File: src/rtl/fpu_ss_issue_scoreboard.sv
// Issue-gating scoreboard for the FPU subsystem: per-FPR pending-write
// counters, committed-ID bitmap and in-flight limit with optional forwarding.
module fpu_ss_issue_scoreboard #(
  parameter int unsigned NUM_REGS     = 32,
  parameter int unsigned ID_WIDTH     = 4,
  parameter int unsigned PEND_WIDTH   = 2,
  parameter bit          ALLOW_WAW    = 1'b0,
  parameter bit          FORWARDING   = 1'b1,
  parameter bit          OUT_OF_ORDER = 1'b1,
  localparam int unsigned RW          = $clog2(NUM_REGS)
) (
  input  logic                clk_i,
  input  logic                rst_ni,
  input  logic                commit_valid_i,
  input  logic [ID_WIDTH-1:0] commit_id_i,
  input  logic                commit_kill_i,
  input  logic                issue_valid_i,
  output logic                issue_ready_o,
  input  logic [ID_WIDTH-1:0] issue_id_i,
  input  logic                issue_lsu_i,
  input  logic [3*RW-1:0]     issue_rs_i,
  input  logic [2:0]          issue_rs_used_i,
  input  logic [RW-1:0]       issue_rd_i,
  input  logic                issue_rd_we_i,
  input  logic                wb_fpu_valid_i,
  input  logic [ID_WIDTH-1:0] wb_fpu_id_i,
  input  logic                wb_fpu_we_i,
  input  logic [RW-1:0]       wb_fpu_rd_i,
  input  logic                wb_lsu_valid_i,
  input  logic                wb_lsu_we_i,
  input  logic [RW-1:0]       wb_lsu_rd_i,
  output logic [2:0]          fwd_fpu_o,
  output logic [2:0]          fwd_lsu_o,
  output logic [ID_WIDTH-1:0] inflight_o,
  output logic                busy_o
);

  localparam int unsigned NID = 2 ** ID_WIDTH;
  localparam logic [PEND_WIDTH-1:0] PMAX = '1;
  localparam logic [ID_WIDTH-1:0] IMAX = '1;

  logic [PEND_WIDTH-1:0] pend_q [NUM_REGS];
  logic [PEND_WIDTH-1:0] pend_d [NUM_REGS];
  logic [NID-1:0]        cmt_q;
  logic [NID-1:0]        cmt_d;
  logic [ID_WIDTH-1:0]   inflight_q;
  logic [ID_WIDTH-1:0]   inflight_d;

  logic            fpu_wr;
  logic            lsu_wr;
  logic            wb_any;
  logic [2:0]      rs_haz;
  logic [2:0]      fwd_fpu;
  logic [2:0]      fwd_lsu;
  logic [RW-1:0]   rs;
  logic            fm;
  logic            lm;
  logic            one;
  logic [PEND_WIDTH-1:0] rd_p;
  logic            rd_wb;
  logic            rd_haz;
  logic            commit_ok;
  logic            limit_ok;
  logic            order_ok;
  logic            fire;
  logic            any_pend;

  assign fpu_wr = wb_fpu_valid_i & wb_fpu_we_i;
  assign lsu_wr = wb_lsu_valid_i & wb_lsu_we_i;
  assign wb_any = wb_fpu_valid_i | wb_lsu_valid_i;

  // Forwarding only resolves the last outstanding write to a source.
  always_comb begin
    rs_haz  = '0;
    fwd_fpu = '0;
    fwd_lsu = '0;
    rs      = '0;
    fm      = 1'b0;
    lm      = 1'b0;
    one     = 1'b0;
    for (int k = 0; k < 3; k++) begin
      rs  = issue_rs_i[k*RW +: RW];
      fm  = fpu_wr && (wb_fpu_rd_i == rs);
      lm  = lsu_wr && (wb_lsu_rd_i == rs);
      one = (pend_q[rs] == PEND_WIDTH'(1));
      fwd_fpu[k] = FORWARDING && issue_rs_used_i[k] && one && fm;
      fwd_lsu[k] = FORWARDING && issue_rs_used_i[k] && one && lm && !fm;
      rs_haz[k]  = issue_rs_used_i[k] && (pend_q[rs] != '0)
                   && !fwd_fpu[k] && !fwd_lsu[k];
    end
  end

  assign fwd_fpu_o = fwd_fpu & {3{issue_valid_i}};
  assign fwd_lsu_o = fwd_lsu & {3{issue_valid_i}};

  assign rd_p   = pend_q[issue_rd_i];
  assign rd_wb  = (fpu_wr && (wb_fpu_rd_i == issue_rd_i))
               || (lsu_wr && (wb_lsu_rd_i == issue_rd_i));
  assign rd_haz = issue_rd_we_i
               && (((rd_p == PMAX) && !rd_wb)
               || (!ALLOW_WAW && (rd_p != '0)
                   && !((rd_p == PEND_WIDTH'(1)) && rd_wb)));

  assign commit_ok = issue_lsu_i || cmt_q[issue_id_i]
                  || (commit_valid_i && !commit_kill_i
                      && (commit_id_i == issue_id_i));
  assign limit_ok  = (inflight_q != IMAX) || wb_any;
  assign order_ok  = OUT_OF_ORDER || (inflight_q == '0)
                  || ((inflight_q == ID_WIDTH'(1)) && wb_fpu_valid_i);

  assign issue_ready_o = issue_valid_i && (rs_haz == '0) && !rd_haz
                      && commit_ok && limit_ok && order_ok;
  assign fire = issue_ready_o;

  // Same-cycle events net out; the result is clamped instead of wrapping.
  always_comb begin
    for (int r = 0; r < NUM_REGS; r++) begin
      int n;
      n = int'(pend_q[r])
        + int'(fire && issue_rd_we_i && (issue_rd_i == RW'(r)))
        - int'(fpu_wr && (wb_fpu_rd_i == RW'(r)))
        - int'(lsu_wr && (wb_lsu_rd_i == RW'(r)));
      if (n < 0)
        pend_d[r] = '0;
      else if (n > int'(PMAX))
        pend_d[r] = PMAX;
      else
        pend_d[r] = PEND_WIDTH'(n);
    end
  end

  always_comb begin
    cmt_d = cmt_q;
    for (int i = 0; i < NID; i++) begin
      if (commit_valid_i && !commit_kill_i && (commit_id_i == ID_WIDTH'(i)))
        cmt_d[i] = 1'b1;
      if (wb_fpu_valid_i && (wb_fpu_id_i == ID_WIDTH'(i)))
        cmt_d[i] = 1'b0;
    end
  end

  always_comb begin
    int n;
    n = int'(inflight_q) + int'(fire)
      - int'(wb_fpu_valid_i) - int'(wb_lsu_valid_i);
    inflight_d = ID_WIDTH'(n);
  end

  always_comb begin
    any_pend = 1'b0;
    for (int r = 0; r < NUM_REGS; r++)
      any_pend = any_pend | (pend_q[r] != '0);
  end

  always_ff @(posedge clk_i) begin
    if (!rst_ni) begin
      pend_q     <= '{default: '0};
      cmt_q      <= '0;
      inflight_q <= '0;
    end else begin
      pend_q     <= pend_d;
      cmt_q      <= cmt_d;
      inflight_q <= inflight_d;
    end
  end

  assign inflight_o = inflight_q;
  assign busy_o     = (inflight_q != '0) || any_pend;

  a_no_underflow: assert property (@(posedge clk_i) disable iff (!rst_ni)
    (int'(inflight_q) + int'(fire))
      >= (int'(wb_fpu_valid_i) + int'(wb_lsu_valid_i)));

endmodule

File: config.mk
export PLATFORM = sky130hd
export DESIGN_NAME = fpu_ss_issue_scoreboard
export DESIGN_NICKNAME = d
export VERILOG_FILES = /design/src/rtl/fpu_ss_issue_scoreboard.sv
export SDC_FILE = /design/constraint.sdc
export NUM_CORES = 1
export LEC_CHECK = 0
export CAP_MARGIN = 20
export CORE_ASPECT_RATIO = 2
export CORE_UTILIZATION = 40
export DETAILED_ROUTE_END_ITERATION = 6
export RECOVER_POWER = 50
export SYNTH_ARGS = -nofsm -noshare
export SYNTH_HDL_FRONTEND = slang
export SYNTH_SLANG_ARGS = --single-unit
File: constraint.sdc
create_clock -name clk_i -period 6.9 [get_ports clk_i]
set_input_delay 2.07 -clock clk_i [delete_from_list [all_inputs] [get_ports clk_i]]
set_output_delay 2.07 -clock clk_i [all_outputs]
set_load 0.02 [all_outputs]
==> results of run 1 <==
-- registers in the layout, indices dropped and copies added, names as in the netlist --
name,count
inflight_o,4
pend_q,64
cmt_q,16
-- timing repair --
item,4_1_cts,5_1_grt
setup endpoints to repair,5,5
gates cloned,0,0
resized for setup,11,7
-- cell type report --
cell class / instances / area, um2 / area share (%)
repair buffers: 187 / 1630 / 11.9
flip-flops and latches: 84 / 1680 / 12.3
well taps: 356 / 445 / 3.26
clock buffers: 10 / 239 / 1.75
inverters: 147 / 552 / 4.04
diodes: 1 / 2.50 / 0.0183
multi-input cells: 1071 / 9080 / 66.4
clock inverters: 6 / 48.8 / 0.357
-- worst min-delay path, cell delays in order (launching register included) --
cell,delay [ns]
dfxtp_1,0.33
a31oi_1,0.04
nor2_1,0.08
-- Yosys cell counts, types with 8 or more instances --
library cell	n	area [um2]
inv_1	147	552
nor4_1	15	93.8
nor3_1	17	85.1
nor2_1	99	372
xor2_1	8	70.1
buf_2	11	55.1
mux2i_1	48	480
dfxtp_1	84	1680
a21oi_1	15	75.1
nand2b_1	10	62.6
or3_1	8	50.1
nand2_1	133	499
a21boi_0	64	480
mux2_2	11	124
nand3_1	17	85.1
a22oi_1	13	97.6
and3_1	67	419
clkbuf_1	33	124
buf_1	8	30.0
nor2b_1	14	87.6
ha_1	198	2480
o21ai_0	80	400
nand4_1	46	288
mux4_2	42	946
fa_1	34	681
xnor2_1	66	578
-- routing by layer --
metal	track usage [%]	part of all wire, %	vias to the layer above
li1	-	-	5070
met1	28.5	31	5347
met2	54.7	52	466
met3	7.67	6.5	279
met4	28.2	11	2
met5	0	0.027	-
-- report_power, final --
part	switching [mW]	internal [mW]	leakage, nW	total, mW
Combinational	1.22	1.15	5.37	2.37
Clock	0.245	0.256	0.131	0.501
Sequential	0.581	0.690	0.698	1.27
Total	2.05	2.10	6.20	4.15
-- logic make-up (layout without fill, tap and decap cells) --
family	count (synthesis)	count (layout)	synth area share, %
DFF	84	84	14.5
muxes	106	106	14.4
AOI/OAI and AO/OA	214	214	12.1
buffers and inverters	205	350	7.20
adders and majority gates	232	232	27.3
and+or+nand+nor	445	445	18.9
other	0	1	0
xor gates and xnor gates	74	74	5.60
-- cells in the final DEF, fill, tap and decap left out, drive strengths merged, types with 10 or more instances in the layout --
| master | synthesis | final |
|---|---|---|
| nor2 | 99 | 99 |
| nor4 | 15 | 15 |
| mux2i | 48 | 48 |
| a21boi | 64 | 64 |
| xnor2 | 66 | 66 |
| buf | 25 | 123 |
| nand3 | 17 | 17 |
| nor3 | 17 | 17 |
| nand4 | 46 | 46 |
| inv | 147 | 148 |
| a21oi | 15 | 15 |
| fa | 34 | 34 |
| mux2 | 12 | 12 |
| and3 | 67 | 67 |
| clkbuf | 33 | 13 |
| o21ai | 81 | 81 |
| dfxtp | 84 | 84 |
| nand2 | 133 | 133 |
| clkdlybuf4s50 | 0 | 53 |
| a22oi | 13 | 13 |
| nor2b | 14 | 14 |
| mux4 | 46 | 46 |
| nand2b | 10 | 10 |
| ha | 198 | 198 |
-- final timing paths --
| check | start | endpoint | slack [ns] | cells after the start |
|---|---|---|---|---|
| max | issue_rs_i[11] | fwd_lsu_o[2] | 0.09 | 9 |
| min | cmt_q[15] | cmt_q[15] | 0.48 | 2 |
| max reg2reg | pend_q[27] | pend_q[0] | 2.10 | 17 |
| min reg2reg | cmt_q[15] | cmt_q[15] | 0.48 | 2 |
-- metrics by stage --
| step | TNS [ns] | std cells | worst slack (ns) | hold WS [ns] | cell area (um2) |
|---|---|---|---|---|---|
| 2_1_floorplan | 0 | 1360 | 0.233 | 0.446 | 11600 |
| 3_3_place_gp | -1.22 | 1845 | -0.336 | 0.457 | 13400 |
| 3_5_place_dp | -1.37 | 1845 | -0.383 | 0.470 | 13400 |
| 4_1_cts | 0 | 1861 | 0.0261 | 0.485 | 13700 |
| 5_1_grt | 0 | 1861 | 0.0188 | 0.505 | 13700 |
| 6_report | 0 | 1862 | 0.0902 | 0.482 | 13700 |
==> flow_summary.yaml, run 1 <==
status:
  status: "finished clean"
setup_path:
  path_common_cell: "mux4_2"
  critPathLaunchType: "input port"
  cp_cell_sequence: "clkdlybuf4s50_1 -> buf_12 -> mux4_2 -> mux4_2 -> mux2i_2 -> buf_4 -> nand3_1 -> nor2_1 -> dlygate4sd2_1"
  critPathBufInv: 4
  cpMaxStageDelayCell: "mux4_2"
  crit_arrival_ns: 4.74
  worst_path_dominant_cell_family: "multiplexers"
  cpPeakStageDelay_ns: 0.51
  required_ns: 4.83
  end_kind: "primary output"
  path_max_fanout: 10
  worstSetupPathType: "in2out"
synth:
  synth_fp_nets: 1648
  synth_area_um2: 11600
  ys_ff_latch: 84
  postSynthAreaPerCell_um2: 8.50
  seq_area_frac_synth_pct: 14.5
  async_flop_share_pct: 0
  yosys_warnings: 0
  synth_cell_types: 58
  synth-edff-count: 0
  synthFlopType: "dfxtp_1"
  synth_cells: 1360
timing:
  worst_pin_slew_ns: 1.14
  max_freq_ghz: 0.147
  clock_skew_ns: 0.0124
  period_needed_ns: 6.81
  rsz0062_at_grt: "no"
  max-slew-margin-rel_pct: 23.5
  drv_slew: 0
  fin_crit_sh_pct: 98.7
  finalHoldViolCount: 0
  setup_viol: 0
power:
  fin_total_pwr_mw: 4.15
  ir_drop_v: 0.000148
  p_per_area_nw_per_um2: 303
  p_leak_nw: 6.20
global_routing:
  antenna_found_initial: 2
  grt_usage_pct: 31.1
  grt-ovfl-total: 0
  grt_pass1_wl_um: 66300
  grt_max_degree: 53
  grt_pass1_vias: 11500
floorplan:
  core_area_um2: 28300
  start_util_pct: 40.9
  die_h_um: 242
  die-area_um2: 29600
  die_w_um: 122
  rows: 87
  ios: 68
clocking:
  clk_pin_slew_ns: 0.07
  clock-root-buffer: "clkbuf_16"
  cts_sinks: 84
  postCtsSetupBuffers: 0
  clock_path_buffers: 2
  clk_latency_ns: 0.38
  hold_buffers: 0
  cts_tree: "built"
  cts_buffers: 9
  cts_max_level: 3
drt:
  ant_nets: 0
  via_per_inst: 6.00
  route.vias.total: 11200
  drtIter0Drc: 704
  drc: 0
  wl_per_cell_um: 23.7
  drt-total-wl_um: 44100
  dr.pass1.iters: 5
place:
  portBuffers: 67
  routabilityCongestion: 1.00
  hpwl_um: 34800
layout:
  layout-drive-gt1-share_pct: 13.5
  n_fill_cell: 2807
  fin_util_pct: 48.3
  area_delta_synth_final_pct: 18.2
  nNetsFinal: 1788
min_path:
  hold_path.class: "reg2reg"
run:
  drv_cap: 0
Note: power is estimated with default switching activity, not from simulation.
==> run 2: changes to the inputs <==
--- a/config.mk
+++ b/config.mk
@@ -7,6 +7,7 @@
 export LEC_CHECK = 0
 export CAP_MARGIN = 20
 export CORE_ASPECT_RATIO = 2
+export CORE_MARGIN = 5
 export CORE_UTILIZATION = 40
 export DETAILED_ROUTE_END_ITERATION = 6
 export RECOVER_POWER = 50
==> run 2 against run 1 <==
Count of clock-buffer cells in the layout rose by 3. Clock skew rose by 0.0021 ns. Die area rose by 10%. Total power rose by 0.11%. Critical endpoint is now fwd_lsu_o[0]. Largest power group unchanged.
==> flow_summary.yaml, run 2 (synthesized netlist as in run 1, its figures left out) <==
status:
  status: "finished clean"
timing:
  finalHoldViolCount: 0
  period_needed_ns: 6.81
  drv_slew: 0
  setup_viol: 0
  fin_crit_sh_pct: 98.7
  worst_hold_slack_ns: 0.477
  rsz0062_at_grt: "no"
  max_freq_ghz: 0.147
  max-slew-margin-rel_pct: 31.4
  worst_pin_slew_ns: 1.03
  clock_skew_ns: 0.0144
drt:
  via_per_inst: 5.92
  drtIter0Drc: 548
  route.vias.total: 10900
  dr.pass1.iters: 5
  drt-total-wl_um: 45000
  drc: 0
  ant_nets: 0
  wl_per_cell_um: 24.4
global_routing:
  grt_usage_pct: 28.0
  antenna_found_initial: 0
  grt_pass1_wl_um: 66900
  grt_max_degree: 53
  grt-ovfl-total: 0
  grt_pass1_vias: 11600
setup_path:
  end_kind: "primary output"
  crit_arrival_ns: 4.74
  critPathLaunchType: "input port"
  required_ns: 4.83
  path_max_fanout: 9
  worstSetupPathType: "in2out"
  r2r_cells: 17
layout:
  multi_input_area_um2: 9080
  final-seq-area_um2: 1680
  mostFrequentLayoutCells: "198 x ha_1, 147 x inv_1, 133 x nand2_1"
  area_delta_synth_final_pct: 17.1
  top_register: "pend_q"
  n_fill_cell: 2813
  layout-drive-gt1-share_pct: 12.3
  antenna_cells: 0
  largest_reg_flops: 64
  nNetsFinal: 1768
  post-route-cell-area_um2: 13500
  final_common_cell: "ha_1"
  instances_no_fill: 1845
clocking:
  clock_path_buffers: 2
  cts_buffers: 9
  hold_buffers: 0
  cts_max_level: 3
  clk_latency_ns: 0.39
  cts_tree: "built"
  clock-root-buffer: "clkbuf_16"
  cts_sinks: 84
  clk_pin_slew_ns: 0.06
floorplan:
  die_h_um: 250
  die_w_um: 130
  die-area_um2: 32600
  rows: 88
  core_area_um2: 28700
  start_util_pct: 40.2
  ios: 68
power:
  fin_total_pwr_mw: 4.15
  ir_drop_v: 0.000159
  p_leak_nw: 6.14
  p_per_area_nw_per_um2: 306
min_path:
  min_path_cells: 2
  hold_path.class: "reg2reg"
place:
  portBuffers: 67
  routabilityCongestion: 1.07
  place_area_um2: 13200
  hpwl_um: 36700
  dp_cells: 1829
run:
  drv_cap: 0
==> run 2: what timing repair did <==
item | in CTS | in global routing
pin swaps | 0 | 1
buffers inserted | 0 | 0
setup endpoints to repair | 5 | 4
gates resized for setup | 12 | 6
hold endpoints to repair | 0 | 0
==> run 2: worst max-delay path: stages <==
cell             delay (ns)
clkdlybuf4s50_1        0.47
buf_4                  0.19
mux4_2                 0.32
mux4_2                 0.49
mux2_4                 0.29
or4b_4                 0.53
nor3b_2                0.18
buf_2                  0.19
==> run 2: path summary, 6_finish.rpt <==
| path | startpoint | slack (ns) | to |
|---|---|---|---|
| setup / recovery | issue_rs_i[2] | 0.09 | fwd_lsu_o[0] |
| hold / removal | cmt_q[5] | 0.48 | cmt_q[5] |
| setup reg to reg | pend_q[49] | 2.08 | pend_q[16] |
| hold reg to reg | cmt_q[5] | 0.48 | cmt_q[5] |
==> run 2: stage by stage <==
step	utilization [%]	setup WS, ns	TNS [ns]
floorplan	-	0.233	0
global placement	46.0	-0.398	-1.30
detailed placement	46.0	-0.436	-1.45
CTS	47.1	-0.0123	-0.0123
global route	47.1	0.0335	0
finish	47.1	0.0930	0
==> run 2: cell type report <==
| type | instances | share of cell area (%) |
|---|---|---|
| tap | 360 | 3.32 |
| clock buffer | 13 | 1.99 |
| clock inverter | 3 | 0.499 |
| inverter | 147 | 4.07 |
| timing repair buffer | 167 | 10.7 |
| sequential | 84 | 12.4 |
| multi-input combinational | 1071 | 67.0 |
==> run 2: report_power, final <==
group	switching, mW	leakage [nW]	total [mW]	internal (mW)
clock	0.228	0.162	0.575	0.347
combinational	1.17	5.28	2.28	1.11
sequential	0.608	0.698	1.30	0.690
total	2.00	6.14	4.15	2.15
==> run 2: per-layer routing <==
layer | up-vias | global-route usage [%] | wire (um)
met4 | 0 | 26.6 | 5390
met5 | - | 0 | 0
met1 | 5165 | 25.1 | 14100
li1 | 5027 | - | -
met2 | 471 | 50.0 | 23100
met3 | 267 | 5.61 | 2410
==> run 3: changes to the inputs <==
--- a/config.mk
+++ b/config.mk
@@ -9,6 +9,7 @@
 export CORE_ASPECT_RATIO = 2
 export CORE_MARGIN = 5
 export CORE_UTILIZATION = 40
+export CTS_BUF_LIST = sky130_fd_sc_hd__clkbuf_8
 export DETAILED_ROUTE_END_ITERATION = 6
 export RECOVER_POWER = 50
 export SYNTH_ARGS = -nofsm -noshare
==> run 3 against run 2 <==
Global-route usage increased by 0.17 points. Non-clock buffer count unchanged. Clock skew increased by 0.0042 ns. Cell count increased by 0.11%. Core utilization decreased by 0.37 points. Worst hold slack improved by 0.0063 ns. Final area decreased by 0.79%. Die area unchanged.
==> flow_summary.yaml, run 3 (synthesized netlist as in run 1, its figures left out) <==
floorplan:
  core_area_um2: 28700
  rows: 88
  die_h_um: 250
  die-area_um2: 32600
  ios: 68
  die_w_um: 130
  start_util_pct: 40.2
setup_path:
  cpMaxStageDelayCell: "or4b_4"
  required_ns: 4.83
  cp-startpoint: "issue_rs_i[2]"
  end_kind: "primary output"
  critPathBufInv: 3
  path_common_cell: "mux4_2"
  worst_path_dominant_cell_family: "multiplexers"
  worstSetupPathType: "in2out"
  critPathLaunchType: "input port"
  r2r_start: "pend_q[57]"
  cpPeakStageDelay_ns: 0.54
  crit_arrival_ns: 4.75
  cp_cell_sequence: "clkdlybuf4s50_1 -> buf_4 -> mux4_2 -> mux4_2 -> mux2_4 -> or4b_4 -> nor3b_2 -> buf_2"
  path_max_fanout: 9
clocking:
  cts_tree: "built"
  clk_latency_ns: 0.43
  clock-root-buffer: "clkbuf_8"
  hold_buffers: 0
  postCtsSetupBuffers: 0
  cts_buffers: 9
  clock_path_buffers: 2
  clk_pin_slew_ns: 0.08
  cts_sinks: 84
  cts_max_level: 3
timing:
  finalHoldViolCount: 0
  rsz0062_at_grt: "no"
  max_freq_ghz: 0.147
  drv_slew: 0
  worst_hold_slack_ns: 0.483
  clock_skew_ns: 0.0187
  fin_crit_sh_pct: 98.8
  worst_pin_slew_ns: 1.05
  period_needed_ns: 6.82
  max-slew-margin-rel_pct: 30.1
  setup_slack_ns: 0.0845
  setup_viol: 0
min_path:
  hold_path.class: "reg2reg"
  hold_path.startpoint: "cmt_q[13]"
place:
  routabilityCongestion: 1.07
  hpwl_um: 36700
  portBuffers: 67
  dp_cells: 1829
  pre_cts_ws_ns: -0.436
layout:
  nNetsFinal: 1768
  largest_reg_flops: 64
  n_fill_cell: 2829
  top_register: "pend_q"
  instances_no_fill: 1847
  final_common_cell: "ha_1"
  mostFrequentLayoutCells: "198 x ha_1, 148 x inv_1, 133 x nand2_1"
  area_delta_synth_final_pct: 16.2
  layout-drive-gt1-share_pct: 12.1
drt:
  wl_per_cell_um: 24.4
  drt-total-wl_um: 45100
  drtIter0Drc: 546
  ant_nets: 0
  dr.pass1.iters: 6
  via_per_inst: 5.92
  route.vias.total: 10900
  drc: 0
power:
  p_comb_share_pct: 56.5
  swShare_pct: 49.6
  ir_drop_v: 0.000130
  p_leak_nw: 6.10
  clock_power_share_pct: 11.0
  p_per_area_nw_per_um2: 300
  seqPwrFrac_pct: 32.4
  internal-power_mw: 2.03
  p_switching_mw: 2.00
run:
  drv_cap: 0
global_routing:
  grt-ovfl-total: 0
  grt_pass1_wl_um: 67300
  antenna_found_initial: 2
  grt_usage_pct: 28.2
  grt_pass1_vias: 11500
  grt_max_degree: 53
status:
  status: "finished clean"
-- run 3: cell types whose count changed in the layout (fill, tap and decap cells not counted), sizes merged --
cell / before / now
clkbuf: 16 / 15
diode: 0 / 2
inv: 147 / 148
-- run 3: path summary, 6_finish.rpt --
path / endpoint / slack (ns) / depth (start not counted)
setup / recovery: fwd_lsu_o[0] / 0.08 / 8
hold / removal: cmt_q[13] / 0.48 / 2
setup reg to reg: pend_q[16] / 2.10 / 17
hold reg to reg: cmt_q[13] / 0.48 / 2
-- run 3: cell type report --
class | count | area (um2) | area share [%]
Antenna cell | 2 | 5.00 | 0.0372
Clock inverter | 4 | 71.3 | 0.531
Sequential cell | 84 | 1680 | 12.5
Multi-Input combinational cell | 1071 | 9070 | 67.5
Timing Repair Buffer | 167 | 1450 | 10.8
Tap cell | 360 | 450 | 3.35
Clock buffer | 12 | 165 | 1.23
Inverter | 147 | 552 | 4.11
-- run 3: power groups by stage --
stage / combinational (mW) / clock, mW / sequential, mW
2_1_floorplan: 1.58 / 0 / 0.992
3_3_place_gp: 2.18 / 0 / 1.27
3_5_place_dp: 2.26 / 0 / 1.26
4_1_cts: 2.26 / 0.457 / 1.25
5_1_grt: 2.54 / 0.467 / 1.29
6_report: 2.28 / 0.444 / 1.31
-- run 3: worst register-to-register path, cell delays in order, from the launching register on --
cell	delay [ns]
dfxtp_1	0.51
mux4_2	0.52
mux2_2	0.27
o311ai_0	0.32
buf_4	0.18
o22ai_1	0.07
nor3_1	0.40
buf_4	0.43
nand4_1	0.23
ha_1	0.36
inv_1	0.07
ha_1	0.16
inv_1	0.06
fa_1	0.37
xnor2_1	0.22
a21boi_0	0.26
o21ai_0	0.10
and3_1	0.18
-- run 3: through the flow --
| stage | setup TNS (ns) | cell area [um2] | total power, mW | utilization, % |
|---|---|---|---|---|
| 2_1_floorplan | 0 | 11600 | 2.57 | - |
| 3_3_place_gp | -1.30 | 13200 | 3.45 | 46.0 |
| 3_5_place_dp | -1.45 | 13200 | 3.51 | 46.0 |
| 4_1_cts | -0.0123 | 13400 | 3.97 | 46.8 |
| 5_1_grt | 0 | 13400 | 4.30 | 46.8 |
| 6_report | 0 | 13400 | 4.03 | 46.8 |
-- run 3: per-layer routing --
layer,GRT usage (%),share of wire [%],vias to the layer above
met1,25.8,32,5202
met4,26.1,11,0
met3,5.10,5.2,242
met5,0,0,-
li1,-,-,5039
met2,50.4,52,459
-- run 3: repair_timing --
| action | CTS | global route |
|---|---|---|
| gates cloned | 0 | 0 |
| resized for setup | 12 | 5 |
| endpoints found under the setup margin | 5 | 4 |
